File: config.mk
export PLATFORM = sky130hd
export DESIGN_NAME = input_sig_arbiter
export DESIGN_NICKNAME = d
export VERILOG_FILES = /design/src/rtl/input_sig_arbiter.sv
export SDC_FILE = /design/constraint.sdc
export NUM_CORES = 1
export LEC_CHECK = 0
export ABC_CLOCK_PERIOD_IN_PS = 2200
export CORE_AREA = 3 3 56 58
export CTS_BUF_LIST = sky130_fd_sc_hd__clkbuf_2
export DETAILED_ROUTE_END_ITERATION = 8
export DIE_AREA = 0 0 59 61
export MAX_ROUTING_LAYER = met4
export PLACE_DENSITY = 0.77
export SKIP_CTS_REPAIR_TIMING = 1
export SLEW_MARGIN = 20
export SYNTH_ARGS = -nofsm -noshare
export SYNTH_HDL_FRONTEND = slang
export SYNTH_SLANG_ARGS = --single-unit
export TNS_END_PERCENT = 20
File: constraint.sdc
create_clock -name clk -period 2.2 [get_ports clk]
set_input_delay 0.22 -clock clk [delete_from_list [all_inputs] [get_ports clk]]
set_output_delay 0.22 -clock clk [all_outputs]
set_load 0.005 [all_outputs]
File: src/rtl/input_sig_arbiter.sv
// Round-robin arbiter sharing one input_sig capture channel among N requesters, with a hold limit.
// Optional define INPUT_SIG_ARBITER_TIMEOUT_CNT_EN adds a saturating timeout_cnt output.
module input_sig_arbiter #(
    parameter int unsigned N        = 4,
    parameter int unsigned MAX_HOLD = 8,
    parameter int unsigned IDW      = $clog2(N)
) (
    input  logic           clk,
    input  logic           rst,
    input  logic [N-1:0]   req,
    input  logic [N-1:0]   done,
    output logic [N-1:0]   grant,
    output logic           grant_valid,
    output logic [IDW-1:0] grant_id,
    output logic           timeout
`ifdef INPUT_SIG_ARBITER_TIMEOUT_CNT_EN
    ,
    output logic [7:0]     timeout_cnt
`endif
);

    typedef enum logic [0:0] {StIdle, StGrant} state_e;

    state_e         state_q, state_d;
    logic [IDW-1:0] ptr_q, ptr_d;
    logic [IDW-1:0] id_q, id_d;
    logic [7:0]     hcnt_q, hcnt_d;
    logic [N-1:0]   grant_q, grant_d;
    logic           valid_q, valid_d;
    logic           timeout_q, timeout_d;
    logic [IDW-1:0] cand, pick;
    logic           found;
    logic           own_done, own_req, expired;

    // Cyclic search for the first requester starting at ptr.
    always_comb begin
        cand  = ptr_q;
        pick  = ptr_q;
        found = 1'b0;
        for (int i = 0; i < int'(N); i++) begin
            if (!found && req[cand]) begin
                found = 1'b1;
                pick  = cand;
            end
            cand = (cand == IDW'(N - 1)) ? '0 : cand + 1'b1;
        end
    end

    assign own_done = done[id_q];
    assign own_req  = req[id_q];
    assign expired  = (hcnt_q == 8'(MAX_HOLD));

    always_comb begin
        state_d   = state_q;
        ptr_d     = ptr_q;
        id_d      = id_q;
        hcnt_d    = hcnt_q;
        grant_d   = grant_q;
        timeout_d = 1'b0;
        unique case (state_q)
            StIdle: begin
                if (found) begin
                    grant_d = N'(1) << pick;
                    id_d    = pick;
                    hcnt_d  = 8'd1;
                    state_d = StGrant;
                end
            end
            StGrant: begin
                if (own_done || !own_req || expired) begin
                    // Only an expiry that is not pre-empted by done or abandon pulses timeout.
                    timeout_d = !own_done && own_req;
                    grant_d   = '0;
                    hcnt_d    = 8'd0;
                    ptr_d     = (id_q == IDW'(N - 1)) ? '0 : id_q + 1'b1;
                    state_d   = StIdle;
                end else begin
                    hcnt_d = hcnt_q + 8'd1;
                end
            end
            default: state_d = StIdle;
        endcase
        valid_d = |grant_d;
    end

    always_ff @(posedge clk) begin
        if (!rst) begin
            state_q   <= StIdle;
            ptr_q     <= '0;
            id_q      <= '0;
            hcnt_q    <= 8'd0;
            grant_q   <= '0;
            valid_q   <= 1'b0;
            timeout_q <= 1'b0;
        end else begin
            state_q   <= state_d;
            ptr_q     <= ptr_d;
            id_q      <= id_d;
            hcnt_q    <= hcnt_d;
            grant_q   <= grant_d;
            valid_q   <= valid_d;
            timeout_q <= timeout_d;
        end
    end

    assign grant       = grant_q;
    assign grant_valid = valid_q;
    assign grant_id    = id_q;
    assign timeout     = timeout_q;

`ifdef INPUT_SIG_ARBITER_TIMEOUT_CNT_EN
    logic [7:0] tcnt_q;

    always_ff @(posedge clk) begin
        if (!rst) begin
            tcnt_q <= 8'd0;
        end else if (timeout_d && tcnt_q != 8'hFF) begin
            tcnt_q <= tcnt_q + 8'd1;
        end
    end

    assign timeout_cnt = tcnt_q;
`endif

endmodule

After elaboration in Yosys (flattened, before gate mapping)
Cells that the tools add are included.
Widths: inputs -> output; s select.
- flip-flop bits (word level): 19
- output and inout port bits: 8
- word-level logic and storage cells: 72
- add/subtract/negate cells: 5
- magnitude comparators: 5
- equality and inequality tests: 6
- shifts and indexed selects: 1
- multiplexer cells: 32
- bitwise logic cells: 1
- reduce and logical (&&, ||, !) cells: 15
- operators by type and width (operator ; number):
    $mux 8 ; 2
    $pmux 8 s2 ; 1
    $lt 2x3->1 const B ; 5
    $mux 2 ; 7
    $bmux 1 s2 ; 6
    $mux 1 ; 12
    $add 2x1->2 const B ; 4
    $add 8x1->8 const B ; 1
    $eq 2x2->1 const B ; 4
    $eq 8x4->1 const B ; 1
    $mux 4 ; 2
    $pmux 4 s2 ; 1
    $logic_not 1->1 ; 5
    $logic_and 1x1->1 ; 4
    $reduce_and 2->1 ; 2
    $reduce_or 4->1 ; 1
    $shl 1x2->4 const A ; 1
    $reduce_and 3->1 ; 1
    $logic_or 1x1->1 ; 2
    $ne 2x2->1 const B ; 1
    $pmux 1 s2 ; 1
    $not 1->1 ; 1

Depth between registers and ports, before layout
- depth in word-level cells: 16
- gate-level depth with buffers: 8
- gate-level depth less buffers: 7

Worst setup path after synthesis
Ideal clock, no wire load.
- kind: register to register
- start point: register ptr_q[0]
- end point: register grant_q[1], in the netlist grant[1]
- setup time: 92 ps
- data arrival time: 2040 ps
- required time: 2108 ps
- slack: 68 ps
- cell stages (with the launch flop): 9
- path buffers: 1
- clock period less this slack: 2132 ps
- cells stage by stage: dfxtp_1 -> ha_1 -> buf_4 -> nor4bb_1 -> a311oi_1 -> o21ai_0 -> nand3_1 -> mux2_4 -> o32ai_1
- word-level cells in the longest chain between the ends: 15
- elaborated cells between the ends (all ways): 33
- classes of those cells: add/sub: 3; eq/ne: 3; shift: 1; mux: 20; reduce/logical: 6
- ends and longest elaborated chain (element ; RTL line ; RTL):
    start: declaration ; 25 ; logic [IDW-1:0] ptr_q, ptr_d;
    start signal: assignment ; 97 ; ptr_q <= ptr_d;
    parallel branches: the longest is 13 deep, another holds $add 2x1->2 ; n/a ;
    $mux 4 * ; 62 ; if (found) begin
    $pmux 4 s2 * ; 60 ; unique case (state_q)
    end signal: assignment ; 100 ; grant_q <= grant_d;
    end: declaration ; 28 ; logic [N-1:0] grant_q, grant_d;
Mark *: on every way between the ends. The select of a mux whose other input is x is not followed.
A chain may end at the register's enable or synchronous reset.

Worst setup path after layout
Same ends and word-level chain as after synthesis.

==> results.yml <==
outcome:
  status: "finished, violations left"
  violations: "negative setup slack"
detailed_routing:
  vias: 1399
  drtIter0Drc: 55
  wl_per_cell_um: 16.6
  antenna_left: 0
  first_pass_iters: 4
  vias_per_cell: 6.08
  drc_errors: 0
  finalWirelength_um: 3810
synth:
  avgSynthCellArea_um2: 8.35
  syn_inst: 161
  synth-main-ff-cell: "dfxtp_1"
  synth_top_family_by_area: "simple AND/OR/NAND/NOR gates"
  synth_xor_area_frac: 0.0130
  synth_top_area_share: 0.283
  synth_common_cells: "dfxtp_1, nand3_1, nand2_1, a21oi_1, nor2_1"
  synth.most_common_cell: "dfxtp_1"
  yosysTopAreaCell: "dfxtp_1"
  synth-edff-count: 0
  synth_fa_ha_area_frac: 0.0372
  seq_area_frac_synth: 0.283
  synth-compound-area-share: 0.229
  ys_seq_elements: 19
  synthMuxAreaShare: 0.141
  async_reset_ff_frac: 0
  synth_area_um2: 1350
  ys_types: 46
  netlist_top_cells_area: "dfxtp_1, mux2i_1, nand3_1"
  syn_nets: 175
  yosys.area_share.simple: 0.236
  yosys_warnings: 0
place:
  gp_congestion: 0.854
  hpwl_um: 2630
  place_inst: 220
  portBuffers: 17
  dp_slack_ns: -0.184
sta:
  finClkSkew_ns: 0.00117
  layout_setup_ws_ns: -0.0346
  max_freq_mhz: 448
  whs_ns: 0.518
  hold_viol: 0
  fin_setup_tns_ns: -0.0346
  rsz0062_at_grt: "yes"
  min_period_over_period: 1.02
  slew_headroom: 0.734
  min_period_ns: 2.23
  maxSlewViolCount: 0
  worstMarginPinSlew_ns: 0.394
  setup_viol: 1
run:
  drv_cap: 0
cts:
  cts_htree_levels: 1
  cts_buffer_depth: 2
  cts_buffers: 3
  worstSkewPairLatency_ns: 0.32
  root_buffer: "clkbuf_2"
  cts_tree: "built"
  cts.sinks: 19
  path_clk_slew_ns: 0.17
final_layout:
  regArea_um2: 385
  drive_above_1_share: 0.317
  multi_input_area_um2: 1060
  fillerInstances: 211
  antenna_cells: 0
  syn2layout_area_growth_pct: 43.0
  fin_cells: 230
  finalNetCount: 214
die:
  die-area_um2: 3600
  ioPinCount: 18
  die_x_um: 59
  die-height_um: 61
  core_area_um2: 2710
  start_util: 0.496
  fp-row-count: 19
power:
  ir_worst_vdd_mv: 0.726
  power.leakage_nw: 0.721
  p_per_area_nw_per_um2: 1000
critical_path:
  crit_required_ns: 2.43
  crit_path_end_kind: "flip-flop"
  cp-start-kind: "flip-flop"
  critPathSlowestCell: "dfxtp_4"
  worstPathCellList: "ha_4, xor2_4, o311a_1, o21ai_2, nand3_2, mux2_4, o32ai_1"
  cpPeakStageDelay_ns: 0.40
  critPathKind: "reg -> reg"
  arrival_ns: 2.46
  cp_max_fo: 4
global_routing:
  first_global_vias: 1294
  grt_pass1_wl_um: 5590
  grt_overflow: 0
  grt_antenna_before_repair: 0
  track_usage: 0.206
  grt_max_degree: 20
worst_hold_path:
  hp-class: "reg -> reg"
-- path summary, 6_finish.rpt --
| path | start | end | slack [ns] | depth (start not counted) |
|---|---|---|---|---|
| worst max-delay path | ptr_q[0]$_SDFFE_PN0P_ | grant[1]$_SDFF_PN0_ | -0.03 | 7 |
| worst min-delay path | hcnt_q[7]$_SDFFE_PN0P_ | hcnt_q[7]$_SDFFE_PN0P_ | 0.52 | 2 |
| worst max register to register | ptr_q[0]$_SDFFE_PN0P_ | grant[1]$_SDFF_PN0_ | -0.03 | 7 |
| worst min register to register | hcnt_q[7]$_SDFFE_PN0P_ | hcnt_q[7]$_SDFFE_PN0P_ | 0.52 | 2 |
-- worst max-delay path: cells and delay by family (launching register included) --
family                   cells  cell delay, ns
flip-flops                   1            0.40
multiplexers                 1            0.34
adder cells (fa/ha/maj)      1            0.25
AND/OR/NAND/NOR              1            0.11
XOR/XNOR                     1            0.16
AO/OA/AOI/OAI                3            0.89
-- report_power, final --
part           leakage (nW)  internal (mW)  switching (mW)
clock network        0.0166         0.0481           0.108
logic                 0.548          0.656           0.635
registers             0.156          0.413          0.0679
-- cells in the final DEF (no fill, tap or decap), types with 5 or more instances in the layout --
cell type,instances
a21oi_1,8
buf_4,21
clkdlybuf4s50_1,17
dfxtp_1,17
inv_1,8
nand2_1,13
nand3_1,12
nor2_1,12
nor2b_1,5
o21ai_0,7
-- per-layer routing --
layer  GRT usage  wire, um  up-vias
met5           -         0        -
met4       0.100       132        0
met3      0.0191       170       14
met2       0.375      2030       44
met1       0.222      1480      662
li1            -         -      679
-- cells by family (layout without fill, tap and decap cells) --
family | Yosys count | in the layout
XOR/XNOR | 2 | 2
multiplexers | 14 | 14
AO/OA/AOI/OAI | 45 | 45
flip-flops | 19 | 19
AND/OR/NAND/NOR | 60 | 60
adder cells (fa/ha/maj) | 4 | 4
buffers and inverters | 17 | 55
-- final cells by class --
class                      count  area share
clock buffer                   4      0.0104
inverter                       8      0.0156
multi-input combinational    125       0.549
sequential                    19       0.200
tap                           31      0.0202
timing repair buffer          43       0.204
-- through the flow --
step,util,power [mW],cell area (um2)
after detailed placement,0.610,1.43,1650
after global placement,0.610,1.40,1650
final,0.710,1.93,1920
after floorplan,-,1.07,1350
after global routing,0.710,2.04,1920
after CTS,0.617,1.58,1670
-- state kept, by name (all words and copies together), names as in the netlist --
name,cells
grant_valid,1
ptr_q,2
timeout,1
grant,4
state_q,1
grant_id,2
hcnt_q,8
(Power assumes the default switching activity.)
